==> config.mk <==
export PLATFORM = sky130hd
export DESIGN_NAME = detector_jogada_flat
export DESIGN_NICKNAME = d
export VERILOG_FILES = /design/src/rtl/detector_jogada_pkg.sv /design/src/rtl/detector_jogada_if.sv /design/src/rtl/detector_jogada_sincronizador_2ff.sv /design/src/rtl/detector_jogada.sv /design/src/flat_wrapper.sv
export SDC_FILE = /design/constraint.sdc
export NUM_CORES = 1
export LEC_CHECK = 0
export CORE_ASPECT_RATIO = 1.75
export CORE_MARGIN = 4
export CORE_UTILIZATION = 57
export DETAILED_ROUTE_END_ITERATION = 16
export GPL_TIMING_DRIVEN = 0
export PLACE_DENSITY = 0.83
export SETUP_SLACK_MARGIN = 0.5
export SYNTH_ARGS = -nofsm -noshare
export SYNTH_HDL_FRONTEND = slang
export SYNTH_SLANG_ARGS = --single-unit
==> constraint.sdc <==
create_clock -name clock -period 3 [get_ports clock]
set_input_delay 0.6 -clock clock [delete_from_list [all_inputs] [get_ports clock]]
set_output_delay 0.6 -clock clock [all_outputs]
set_load 0.02 [all_outputs]
==> src/rtl/detector_jogada_pkg.sv <==
// -----------------------------------------------------------------------------
// detector_jogada_pkg
// Shared definitions for the button play detector of the memory game:
//   ESTADO_W / BOTOES_W : widths of the state code and of the button vector
//   estado_t            : FSM state codes (also shown on the hex display)
//   eh_one_hot()        : true when exactly one bit of a button vector is set
// -----------------------------------------------------------------------------
package detector_jogada_pkg;

    localparam int ESTADO_W = 4;
    localparam int BOTOES_W = 4;

    typedef enum logic [ESTADO_W-1:0] {
        ESPERA_SOLTA  = 4'd1,
        ESPERA_APERTO = 4'd2,
        FILTRA        = 4'd3,
        REGISTRA      = 4'd4,
        ESPERA_LIBERA = 4'd5
    } estado_t;

    // v & (v-1) clears the lowest set bit; zero afterwards means a single bit.
    function automatic logic eh_one_hot(input logic [BOTOES_W-1:0] v);
        return (v != '0) && ((v & (v - BOTOES_W'(1))) == '0);
    endfunction

endpackage

==> src/rtl/detector_jogada_if.sv <==
// -----------------------------------------------------------------------------
// detector_jogada_if
// Signal bundle between the board/game control unit and the play detector.
//   habilita     : control unit -> detector, enables play detection
//   botoes       : board -> detector, raw asynchronous button levels
//   jogada       : detector -> game, one-cycle strobe of an accepted play
//   jogada_valor : detector -> game, last accepted one-hot value
//   invalida     : detector -> game, one-cycle strobe of a non one-hot press
//   timeout      : detector -> game, one-cycle strobe of an idle timeout
//   db_estado    : detector -> display, FSM state code
//   db_botoes    : detector -> display, synchronised button value
//
// Handshake: there is no ready/backpressure. jogada, invalida and timeout are
// single-cycle strobes that the consumer must sample on the clock edge that
// follows their assertion; jogada_valor is valid from the cycle jogada is high
// and stays stable until the next accepted play.
// -----------------------------------------------------------------------------
interface detector_jogada_if;
    import detector_jogada_pkg::*;

    logic                habilita;
    logic [BOTOES_W-1:0] botoes;
    logic                jogada;
    logic [BOTOES_W-1:0] jogada_valor;
    logic                invalida;
    logic                timeout;
    logic [ESTADO_W-1:0] db_estado;
    logic [BOTOES_W-1:0] db_botoes;

    modport master (
        output habilita, botoes,
        input  jogada, jogada_valor, invalida, timeout, db_estado, db_botoes
    );

    modport slave (
        input  habilita, botoes,
        output jogada, jogada_valor, invalida, timeout, db_estado, db_botoes
    );

endinterface

==> src/rtl/detector_jogada_sincronizador_2ff.sv <==
// -----------------------------------------------------------------------------
// sincronizador_2ff
// Double flip-flop synchroniser for asynchronous level inputs.
//   i_clock   : destination clock, rising edge
//   i_reset_n : asynchronous active-low reset, clears both stages to 0
//   i_d       : asynchronous input vector (W bits)
//   o_q       : i_d delayed by two clocks
// -----------------------------------------------------------------------------
module sincronizador_2ff #(
    parameter int W = 4
) (
    input  logic         i_clock,
    input  logic         i_reset_n,
    input  logic [W-1:0] i_d,
    output logic [W-1:0] o_q
);

    logic [W-1:0] r_meta;
    logic [W-1:0] r_sync;

    always_ff @(posedge i_clock or negedge i_reset_n) begin
        if (!i_reset_n) begin
            r_meta <= '0;
            r_sync <= '0;
        end else begin
            r_meta <= i_d;
            r_sync <= r_meta;
        end
    end

    assign o_q = r_sync;

endmodule

==> src/rtl/detector_jogada.sv <==
// -----------------------------------------------------------------------------
// detector_jogada
// Turns the raw board buttons into one clean play per physical press:
// synchroniser -> debounce filter -> one-hot validation -> release wait.
//
// Parameters:
//   DEBOUNCE_CYCLES : stable cycles needed to accept a press or a release (>=2)
//   TIMEOUT_CYCLES  : idle cycles in ESPERA_APERTO before a timeout strobe
// Ports:
//   clock : system clock, rising edge
//   reset : asynchronous active-low reset
//   bus   : detector_jogada_if.slave (habilita, botoes in; jogada,
//           jogada_valor, invalida, timeout, db_estado, db_botoes out)
//
// Build option: define DETECTOR_JOGADA_TIMEOUT_EN to enable the idle timeout
// counter; without it the timeout output is tied to 0.
// -----------------------------------------------------------------------------
module detector_jogada
    import detector_jogada_pkg::*;
#(
    parameter int DEBOUNCE_CYCLES = 500000,
    parameter int TIMEOUT_CYCLES  = 250000000
) (
    input  logic               clock,
    input  logic               reset,
    detector_jogada_if.slave   bus
);

    localparam int CNT_MAX = (DEBOUNCE_CYCLES > TIMEOUT_CYCLES) ?
                             DEBOUNCE_CYCLES : TIMEOUT_CYCLES;
    localparam int CNT_W   = $clog2(CNT_MAX + 1);
    localparam logic [CNT_W-1:0] DB_LAST = CNT_W'(DEBOUNCE_CYCLES - 1);

    // Saturating increment: counters stick at all-ones instead of wrapping.
    function automatic logic [CNT_W-1:0] inc_sat(input logic [CNT_W-1:0] v);
        return (v == '1) ? v : v + CNT_W'(1);
    endfunction

    logic [BOTOES_W-1:0] w_sync;
    estado_t             r_estado;
    logic [CNT_W-1:0]    r_cnt;
    logic [BOTOES_W-1:0] r_candidato;
    logic [BOTOES_W-1:0] r_jogada_valor;
    logic                r_jogada;
    logic                r_invalida;

    sincronizador_2ff #(
        .W (BOTOES_W)
    ) u_sync (
        .i_clock   (clock),
        .i_reset_n (reset),
        .i_d       (bus.botoes),
        .o_q       (w_sync)
    );

    // The play/invalid strobes are issued on the edge that enters REGISTRA,
    // so they are high exactly while the FSM sits in REGISTRA.
    always_ff @(posedge clock or negedge reset) begin
        if (!reset) begin
            r_estado       <= ESPERA_SOLTA;
            r_cnt          <= '0;
            r_candidato    <= '0;
            r_jogada_valor <= '0;
            r_jogada       <= 1'b0;
            r_invalida     <= 1'b0;
        end else begin
            r_jogada   <= 1'b0;
            r_invalida <= 1'b0;
            if (!bus.habilita && r_estado != REGISTRA) begin
                r_estado <= ESPERA_SOLTA;
                r_cnt    <= '0;
            end else begin
                case (r_estado)
                    ESPERA_SOLTA, ESPERA_LIBERA: begin
                        // Both wait for a debounced all-released vector.
                        if (w_sync != '0) begin
                            r_cnt <= '0;
                        end else if (r_cnt == DB_LAST) begin
                            r_estado <= ESPERA_APERTO;
                            r_cnt    <= '0;
                        end else begin
                            r_cnt <= inc_sat(r_cnt);
                        end
                    end
                    ESPERA_APERTO: begin
                        if (w_sync != '0) begin
                            r_estado    <= FILTRA;
                            r_candidato <= w_sync;
                            r_cnt       <= '0;
                        end
                    end
                    FILTRA: begin
                        if (w_sync == '0) begin
                            r_estado <= ESPERA_APERTO;
                            r_cnt    <= '0;
                        end else if (w_sync != r_candidato) begin
                            // Value changed while still pressed: restart filter.
                            r_candidato <= w_sync;
                            r_cnt       <= '0;
                        end else if (r_cnt == DB_LAST) begin
                            r_estado <= REGISTRA;
                            r_cnt    <= '0;
                            if (eh_one_hot(r_candidato)) begin
                                r_jogada       <= 1'b1;
                                r_jogada_valor <= r_candidato;
                            end else begin
                                r_invalida <= 1'b1;
                            end
                        end else begin
                            r_cnt <= inc_sat(r_cnt);
                        end
                    end
                    REGISTRA: begin
                        r_estado <= ESPERA_LIBERA;
                        r_cnt    <= '0;
                    end
                    default: begin
                        r_estado <= ESPERA_SOLTA;
                        r_cnt    <= '0;
                    end
                endcase
            end
        end
    end

`ifdef DETECTOR_JOGADA_TIMEOUT_EN
    localparam logic [CNT_W-1:0] TO_LAST = CNT_W'(TIMEOUT_CYCLES - 1);

    logic [CNT_W-1:0] r_cnt_ocioso;
    logic             r_timeout;

    // Counts only while the FSM will stay in ESPERA_APERTO, so a press that
    // moves to FILTRA can never coincide with a timeout strobe.
    always_ff @(posedge clock or negedge reset) begin
        if (!reset) begin
            r_cnt_ocioso <= '0;
            r_timeout    <= 1'b0;
        end else if (r_estado == ESPERA_APERTO && bus.habilita && w_sync == '0) begin
            if (r_cnt_ocioso == TO_LAST) begin
                r_cnt_ocioso <= '0;
                r_timeout    <= 1'b1;
            end else begin
                r_cnt_ocioso <= inc_sat(r_cnt_ocioso);
                r_timeout    <= 1'b0;
            end
        end else begin
            r_cnt_ocioso <= '0;
            r_timeout    <= 1'b0;
        end
    end

    assign bus.timeout = r_timeout;
`else
    assign bus.timeout = 1'b0;
`endif

    assign bus.jogada       = r_jogada;
    assign bus.jogada_valor = r_jogada_valor;
    assign bus.invalida     = r_invalida;
    assign bus.db_estado    = r_estado;
    assign bus.db_botoes    = w_sync;

endmodule

==> src/flat_wrapper.sv <==
// flat-port wrapper written by rule: the top's interface ports become plain ports
module detector_jogada_flat import detector_jogada_pkg::*;
#(
    parameter int DEBOUNCE_CYCLES = 500000,
    parameter int TIMEOUT_CYCLES  = 250000000
)
  (clock, reset, bus_habilita, bus_botoes, bus_jogada, bus_jogada_valor, bus_invalida, bus_timeout, bus_db_estado, bus_db_botoes);
  detector_jogada_if bus_i ();
  input  logic clock;
  input  logic reset;
  input wire logic [$bits(bus_i.habilita)-1:0] bus_habilita;
  input wire logic [$bits(bus_i.botoes)-1:0] bus_botoes;
  output wire logic [$bits(bus_i.jogada)-1:0] bus_jogada;
  output wire logic [$bits(bus_i.jogada_valor)-1:0] bus_jogada_valor;
  output wire logic [$bits(bus_i.invalida)-1:0] bus_invalida;
  output wire logic [$bits(bus_i.timeout)-1:0] bus_timeout;
  output wire logic [$bits(bus_i.db_estado)-1:0] bus_db_estado;
  output wire logic [$bits(bus_i.db_botoes)-1:0] bus_db_botoes;
  assign bus_i.habilita = bus_habilita;
  assign bus_i.botoes = bus_botoes;
  assign bus_jogada = bus_i.jogada;
  assign bus_jogada_valor = bus_i.jogada_valor;
  assign bus_invalida = bus_i.invalida;
  assign bus_timeout = bus_i.timeout;
  assign bus_db_estado = bus_i.db_estado;
  assign bus_db_botoes = bus_i.db_botoes;
  detector_jogada #(.DEBOUNCE_CYCLES(DEBOUNCE_CYCLES), .TIMEOUT_CYCLES(TIMEOUT_CYCLES)) u_core (.clock(clock), .reset(reset), .bus(bus_i));
endmodule
After elaboration in Yosys (flattened, before gate mapping) --
Index checks and enable logic that the tools add are counted.
Word-level totals: bits in registers 50, bits of input ports 7, output and inout port bits 15, logic and storage cells 75
Cells by class: add/subtract/negate cells 2, equality and inequality tests 17, multiplexer cells 32, bitwise operators 4, reductions and logical operators 12
Operators with widths (count):
- 28-bit 2-to-1 mux | 7
- 28-bit one-hot mux with 3 select lines | 1
- 4-bit 2-to-1 mux | 10
- 28-bit by 1-bit adder with 28-bit output (second input constant) | 1
- 28-bit by 19-bit equality test with 1-bit output (second input constant) | 1
- 28-bit equality test (second input constant) | 1
- 4-bit one-hot mux with 4 select lines | 1
- 1-bit 2-to-1 mux | 12
- 5-bit AND reduction | 2
- 4-bit by 2-bit equality test with 1-bit output (second input constant) | 2
- 4-bit by 3-bit equality test with 1-bit output (second input constant) | 2
- 4-bit zero test | 2
- 4-bit one-hot mux with 2 select lines | 1
- 4-bit nonzero test | 2
- 3-bit by 1-bit != test with 1-bit output (second input constant) | 2
- 6-bit AND reduction | 1
- 4-bit AND | 1
- 4-bit by 1-bit equality test with 1-bit output (second input constant) | 1
- 2-bit by 1-bit != test with 1-bit output (second input constant) | 2
- 4-bit by 1-bit != test with 1-bit output (second input constant) | 1
- 4-bit by 2-bit != test with 1-bit output (second input constant) | 1
- 4-bit by 3-bit != test with 1-bit output (second input constant) | 1
- 4-bit != test | 1
- 4-bit by 1-bit subtractor with 4-bit output (second input constant) | 1
- other kinds (7) | 10

Longest topological paths before layout --
Gate-level depths: netlist of the first run.
depth after elaboration 10, gate-level depth with buffers 9

Hierarchy --
A second synthesis of the first run with hierarchy kept.
Unflattened totals: cell total of the unflattened synthesis 279, area total of the unflattened synthesis 2648.8 um^2
Modules (own cells, without submodules):
- detector_jogada | instances 1, cells each 271, area an instance 2448.6 um^2, sequential area each 1027.2 um^2
- sincronizador_2ff | instances 1, cells each 8, area an instance 200.2 um^2, sequential area each 200.2 um^2

Worst setup path before layout of the first run --
No wires, ideal clock.
path type register to register, start point register u_core.r_cnt[10], end point register u_core.r_jogada_valor[2], in the netlist u_core.bus.jogada_valor[2], setup time 125 ps, arrival 2107 ps, data required time 2875 ps, path slack 768 ps, cell stages (with the launch flop) 6, buffers on the path 0, path through dfrtp_1 > or4_4 > or4_4 > nor3b_4 > nand2_4 > mux2_4
Between the ends: longest elaborated chain between the ends 2
RTL lines:
- from (decl) | RTL line detector_jogada.sv:41 | logic [CNT_W-1:0] r_cnt;
- from (signal assigned) | RTL line detector_jogada.sv:82 | r_cnt <= inc_sat(r_cnt);
- from (signal assigned) | RTL line detector_jogada.sv:110 | r_cnt <= inc_sat(r_cnt);
- 28-bit by 19-bit equality test with 1-bit output | RTL line detector_jogada.sv:100 | end else if (r_cnt == DB_LAST) begin
- 6-bit AND reduction (no line)
- to (signal assigned) | RTL line detector_jogada.sv:105 | r_jogada_valor <= r_candidato;
- to (decl) | RTL line detector_jogada.sv:43 | logic [BOTOES_W-1:0] r_jogada_valor;
No other way between the ends. A chain may end at the register's enable or synchronous reset.

Worst setup path after layout of the first run --
start point register u_core.r_cnt[23], end point register u_core.r_jogada_valor[3], in the netlist u_core.bus.jogada_valor[3]
Same word-level chain as after synthesis.

==> reports/results.txt, run 1 <==
The most numerous cell in the Yosys netlist is dfrtp_1. The power density normalized to cell area is 383 nW/um^2. The number of antenna violations at the first check in global routing was 0; the final-stage net count was 292. The run gives 2084 as the via count of the first global-routing pass. Placer congestion estimate: 0.873.

The area share of the largest cell type after synthesis was 0.467; the number of cells after detailed placement was 328. For the total DRC errors in the routed layout, the log shows 0. The top-level I/O count is 22, and the final global-route overflow total is 0. By count the netlist is led by dfrtp_1, nor2_1, nand2_1. Synthesis produced 257 cells.

The first global-routing pass estimated 9520 um of wire. The tools report the clock latency at the later pin of the worst-skew pair as 0.31 ns. The worst IR drop on VDD is 0.000314 V, and the number of library cell types mapped by synthesis is 53. The proportion of synthesized chip area in sequential cells came out at 0.477.

No sink is reached through more buffers than the 2 on the longest clock path. The die is 58.8 um wide. In this run, synthesis inferred 0 flip-flops with an integrated enable.

The area inside the core boundary was 4400 sq um. On the worst path, the slowest cell contributes a delay of 0.50 ns. Among all flip-flop cells after synthesis, the most frequent one is dfrtp_1.

Traced cell by cell, the critical path runs through nor4_1 > nand4_1 > or4_4 > nor3b_4 > nand2_4 > mux2_4. Compared with the post-synthesis result, the final layout area differs by 15.5%. For the post-route cell area, the log shows 2970 sq um.

Yosys printed 0 warnings. Setup violations remaining at the end of the flow were counted as 0. For the worst slew margin relative to its limit, the log shows 0.362. In this run the cell area of the synthesized design comes to 2570 sq um.

Clock-pin slew was measured on the worst setup and hold paths at 0.10 ns. The hold violation total from the final report is 0. The critical path contains buffers and inverters numbering 0 combined. The tree is rooted in a clkbuf_8. The async set-reset flop share out of synthesis came out at 1.00. The total via count in the routed design is 2105.

Data on the critical path arrives at its endpoint at 2.64 ns. Port buffering added 18 buffers. The reported leakage power was 1.29 nW.

The run finished with clean final reports. The number of buffers inserted for hold repair after clock tree synthesis was 0; the part of the cycle the worst path needs was 0.811. The via-per-instance ratio was 6.26; the max-slew violation count was 0. For the worst setup path, the data required time is 3.20 ns. The number of inserted diodes is 0, and the post-synthesis average cell area is 10.0 sq um. The overall fraction of global-route tracks in use was 0.212; the number of clock buffers inserted by TritonCTS was 5. The die outline area is 5690 sq um, and the transition time at the pin with the least slew margin is 0.948 ns. After detailed placement, the total cell area comes to 2830 sq um. For the filler cell count, the log shows 353. The count of nets left with antenna violations once routing finished came out at 0.

In this run, the number of DRC markers left after iteration 0 of detailed routing was 89. Across all setup checks in the final design, the least slack found is 0.568 ns. The tools report the storage element area as 1230 sq um.

The endpoint type of the worst setup path was a flop. The tools report the clock sink count as 49. Timing would allow up to 411 MHz. The path class of the tightest hold or removal check is input port to async pin.

Once layout is complete, the cells apart from fillers number 336. The flop and latch count out of synthesis is 49, and the summed negative setup slack over all endpoints is 0 ns. The floorplan step set the die height to 96.9 um. By area the synthesized netlist is led by dfrtp_1, nor2_1, xor2_1, xnor2_1, nand4_1. dfrtp_1 takes more of the synthesized area than any other cell.

Minimum setup slack after placement: 0.394 ns. Critical-path cell with the highest stage delay: or4_4. TritonCTS built the clock tree. The area taken by multi-input logic gates was 1320 sq um; the initial core utilization was 0.584. Max-cap violations in this run came to 0. Setup repair after global routing left no endpoint under its margin. Startpoint type of the worst setup path: a flop.

Clock skew on the completed layout was measured at 0.00735 ns. The kind of cell with the highest combined delay along the critical path is simple AND/OR/NAND/NOR gates. CTS built an H-tree with a depth of 2. The detailed placer's ending HPWL is 4120 um. After layout, the design draws a total of 1.14 mW. Row generation in the floorplan step produced 32 rows.

Critical path class: flop to flop. The final layout contains routed wiring with a total length of 5790 um. The maximum fanout along the worst path is 5, and the average wire length per cell after detail routing is 17.2 um. The number of iterations in the first detailed-routing pass was 4; the minimum clock period was 2.43 ns. The run gives 36 as the pin count of the biggest net entering global routing. The fraction of final layout cells with drive strength greater than 1 is 0.158.
## metal layers
metal  up-vias  global-route usage  part of all wire
met3        12              0.0307             0.027
met4         0              0.0820             0.018
met5         -                   0                 0
met2        42               0.394              0.59
met1      1070               0.225              0.36
li1        981                   -                 -
## flip-flops by register name, summed over array words and instances (netlist names)
name                     cells
u_core.r_cnt                28
u_core.bus.invalida          1
u_core.bus.jogada            1
u_core.u_sync.o_q            4
u_core.r_candidato           4
u_core.u_sync.r_meta         4
u_core.bus.db_estado         3
u_core.bus.jogada_valor      4
## power by group
part / total [mW] / internal [mW] / switching, mW
clock network: 0.410 / 0.170 / 0.240
logic: 0.0538 / 0.0209 / 0.0329
registers: 0.672 / 0.666 / 0.00629
## worst paths after layout
check                                             startpoint                                     end  slack (ns)  cells past startpoint
min                                                    reset            u_core.r_cnt[10]$_DFFE_PN0P_        0.19                      1
max                             u_core.r_cnt[23]$_DFFE_PN0P_  u_core.bus.jogada_valor[3]$_DFFE_PN0P_        0.57                      6
min in group clock         u_core.u_sync.r_meta[1]$_DFF_PN0_          u_core.u_sync.o_q[1]$_DFF_PN0_        0.36                      0
min reg2reg                u_core.u_sync.r_meta[1]$_DFF_PN0_          u_core.u_sync.o_q[1]$_DFF_PN0_        0.36                      0
max in group asynchronous                              reset          u_core.u_sync.o_q[3]$_DFF_PN0_        2.32                      2
max reg2reg                     u_core.r_cnt[23]$_DFFE_PN0P_  u_core.bus.jogada_valor[3]$_DFFE_PN0P_        0.57                      6
## placed cells by master (no fill, tap or decap), types with 3 or more instances in the layout
cell type	n
nand3_1	16
nor4_4	4
nor2_1	33
a21oi_1	6
mux2_2	4
xnor2_1	10
clkbuf_8	5
dfrtp_1	48
inv_1	3
nand4_1	13
clkbuf_2	3
or3_1	3
nand2_1	20
clkdlybuf4s50_1	17
nor3_1	7
nor4_1	8
xor2_1	14
buf_2	5
mux2_4	4
o21ai_0	10
or4_4	3
and3_1	3
## layout make-up
cell class | instances | area share
inverters | 4 | 0.00505
clock buffers | 5 | 0.0232
multi-input cells | 195 | 0.445
well taps | 51 | 0.0215
clock inverters | 3 | 0.00842
flip-flops and latches | 49 | 0.413
plain buffers | 10 | 0.0181
repair buffers | 19 | 0.0657
## metrics by stage
step                      hold WS (ns)  utilization
after floorplan                  0.304            -
after global placement           0.331        0.640
after detailed placement         0.335        0.643
after CTS                        0.194        0.668
after global routing             0.213        0.674
final                            0.188        0.674
## logic make-up (layout without fill, tap and decap cells)
family	count (synthesis)	after routing	synth area share
other	1	2	0.00146
muxes	8	8	0.0409
buffers and inverters	14	41	0.0253
DFF	49	49	0.477
and+or+nand+nor	126	126	0.278
AOI/OAI and AO/OA	34	34	0.0905
adders and majority gates	1	1	0.00487
xor gates and xnor gates	24	24	0.0818
## timing repair
action	4_1_cts	5_1_grt
resized for setup	2	9
buffers inserted	0	0
pin swaps	0	1
endpoints found under the setup margin	13	29
No activity file was read; power rests on OpenSTA's default activity.
==> run 2: changes to the inputs <==
==> constraint.sdc (replaced) <==
create_clock -name clock -period 2.3 [get_ports clock]
set_input_delay 0.46 -clock clock [delete_from_list [all_inputs] [get_ports clock]]
set_output_delay 0.46 -clock clock [all_outputs]
set_load 0.02 [all_outputs]
==> reports/results.txt, run 2 (same netlist as run 1, synthesis figures left out) <==
Leaving out fill and tap cells, the most frequent cells in the layout are buf_4, dfrtp_1, nor2_1. Detailed placer's ending HPWL: 4130 um (+0.33%). Endpoint type of the worst setup path: a flop.

The number of setup violations in the final report was 6 (+6); the arrival time at the worst endpoint was 2.54 ns (-0.10 ns). The overall fraction of global-route tracks in use is 0.289 (+0.0770). The run gives 1520 sq um (+15%) as the area taken by multi-input logic gates.

The vertical die dimension is 96.9 um (unchanged), and the number of antenna violations at the first check in global routing is 0 (unchanged). The tools report the post-route cell area as 3610 sq um (+22%). The average wire length per cell after detail routing came out at 22.5 um (+31%). Number of buffers inserted for hold repair after clock tree synthesis: 0 (unchanged). The setup slack on the worst flop-to-flop path came out at -0.02 ns (-0.59 ns). TritonCTS built the clock tree. The worst IR drop on VDD came out at 0.000470 V (+50%).

The part of the cycle the worst path needs is 1.01 (+0.199). Setup repair after global routing could not meet its margin everywhere. The logs give 1240 sq um (+1.4%) for the storage element area and 169 (+90%) for the number of DRC violations after detailed-routing iteration 0. The data required time of the worst path was 2.52 ns (-0.68 ns). The max-slew violation count was 0 (unchanged). The maximum fanout along the worst path came out at 5 (unchanged). For the number of inserted diodes, the log shows 0 (unchanged). X dimension of the die: 58.8 um (unchanged). STA classifies the critical path startpoint as a flop. The pin count of the biggest net entering global routing is 32 (-11%), and the portion of total power attributed to combinational logic is 0.051 (+0.004). The tools report the placer congestion estimate as 0.874 (+0.13%). The run gives 22 (unchanged) as the top-level I/O count.

The leading cell type in the layout, fill and taps excluded was buf_4. The area inside the core boundary came out at 4400 sq um (unchanged). Ranked by flip-flop count, first place goes to u_core.r_cnt. The hold violation total from the final report was 0 (unchanged). The run finished, with violations left. The tools report the reported leakage power as 1.65 nW (+28%).

The number of flip-flops under the largest register name was 28 (unchanged). The total net switching power is 381 uW (+36%). The run gives 2 (unchanged) as the H-tree depth. The cell sitting at the root of the clock tree is a clkbuf_8.

The initial core utilization came out at 0.584 (unchanged). Internal power: 1.23 mW (+43%). The run gives 32 (unchanged) as the number of rows in the core area. The worst slew margin relative to its limit was 0.624 (+0.262); the power density normalized to cell area was 445 nW/um^2 (+16%). For the final core area utilization, the log shows 0.820 (+0.146). The count of input and output buffers works out to 18 (unchanged).

The run gives 2504 (+20%) as the via count of the first global-routing pass. The transition time at the pin with the least slew margin was 0.559 ns (-0.389 ns); the filler cell count was 226 (-36%). The number of max-cap violations was 0 (unchanged); the minimum clock period was 2.32 ns (-0.109 ns). The fraction of final layout cells with drive strength greater than 1 came out at 0.387 (+0.229).

The logs give 6 (+2) for the number of iterations in the first detailed-routing pass and 431 MHz (+4.7%) for the highest clock rate. The run gives 5690 sq um (unchanged) as the die outline area. The checks that failed: negative setup slack. The clock transition at the registers of the reported paths works out to 0.10 ns (about the same). By startpoint and endpoint, the worst setup path is classified as flop to flop. The final global-route overflow total is 0 (unchanged), and the final-stage net count is 338 (+16%). The total via count in the routed design came out at 2524 (+20%).

The tools report the number of buffers on the longest clock path as 2 (unchanged). The run gives 0 (unchanged) as the total DRC errors in the routed layout. For the clock network fraction of total power, the log shows 0.402 (+0.041). The tools report the clock sink count as 49 (unchanged). The clock latency at the later pin of the worst-skew pair was 0.32 ns (about the same). The tools report the total detailed-routing wirelength as 8580 um (+48%).

The via-per-instance ratio works out to 6.61 (+5.5%). The switching share of power was 0.237 (-0.00897); the number of clock buffers inserted by TritonCTS was 5 (unchanged). From synthesis to final layout, the design area changed by 40.5%. The number of nets with antenna violations after detailed routing is 0 (unchanged), and the total cell area at the placement stage is 2910 sq um (+2.7%). The sequential power share came out at 0.547 (-0.045). The path class of the tightest hold or removal check is input port to async pin.

First-pass GRT wire length: 12700 um (+34%). The setup clock skew after layout was 0.0146 ns (+0.00723 ns); the least setup slack across all paths after layout was -0.0225 ns (-0.591 ns).
==> run 2: changes by cell type in the layout (fill, tap and decap cells not counted), sizes merged <==
cell / previous run / this run
dlygate4sd2: 0 / 7
clkdlybuf4s50: 17 / 8
clkinv: 0 / 1
bufinv: 0 / 1
buf: 8 / 53
inv: 6 / 4
dlymetal6s2s: 0 / 2
clkbuf: 9 / 10
==> run 2: power by group through the flow <==
stage                     clock network, mW  logic [mW]  registers (mW)
after global placement                    0      0.0669           0.894
after global routing                  0.688      0.0892           0.881
final                                 0.647      0.0821           0.880
after detailed placement                  0      0.0718           0.894
after CTS                             0.638      0.0792           0.879
after floorplan                           0      0.0250           0.897
==> run 2: metrics by stage <==
step                      power, mW  TNS (ns)  hold slack (ns)  setup WS, ns  std cells
after floorplan               0.922         0            0.164         0.168        258
after global placement        0.961    -29.56            0.333        -0.771        327
after detailed placement      0.966    -0.574            0.339        -0.123        328
after CTS                      1.60         0           0.0883        0.0293        366
after global routing           1.66     -1.52           0.0913        -0.117        382
final                          1.61    -0.101           0.0578       -0.0225        382
==> run 2: critical path, stage by stage (launching register included) <==
cell	delay (ns)
dfrtp_1	0.45
nor4_4	0.37
nand4_1	0.18
or4_4	0.48
nor3b_4	0.27
nand2_4	0.13
mux2_4	0.34
==> run 2: layout make-up <==
class                      count  area share
multi-input combinational    195       0.421
sequential                    49       0.345
timing repair buffer          65       0.157
clock buffer                   5      0.0190
tap                           51      0.0177
clock inverter                 3      0.0128
buffer                        10      0.0232
inverter                       4     0.00416
==> run 2: routing by layer <==
metal / up-vias / wire length, um / GRT usage
met5: - / 0 / 0
met4: 0 / 549 / 0.157
met3: 55 / 490 / 0.0254
met2: 151 / 4460 / 0.509
met1: 1248 / 3090 / 0.325
li1: 1070 / - / -
==> run 2: timing repair <==
| action | 4_1_cts | 5_1_grt |
|---|---|---|
| gates cloned | 3 | 0 |
| buffers inserted | 27 | 16 |
| gates resized for setup | 49 | 18 |
| endpoints found under the setup margin | 48 | 43 |
| pin swaps | 16 | 12 |
==> run 2: worst paths after layout <==
kind                                                   start                                      to  depth (start not counted)
setup / recovery                u_core.r_cnt[22]$_DFFE_PN0P_  u_core.bus.jogada_valor[0]$_DFFE_PN0P_                          6
hold / removal                                         reset       u_core.u_sync.r_meta[1]$_DFF_PN0_                          1
setup reg to reg                u_core.r_cnt[22]$_DFFE_PN0P_  u_core.bus.jogada_valor[0]$_DFFE_PN0P_                          6
hold reg to reg            u_core.u_sync.r_meta[2]$_DFF_PN0_          u_core.u_sync.o_q[2]$_DFF_PN0_                          0
max in group asynchronous                              reset     u_core.bus.db_estado[0]$_DFFE_PN1P_                          2
min in group clock         u_core.u_sync.r_meta[2]$_DFF_PN0_          u_core.u_sync.o_q[2]$_DFF_PN0_                          0
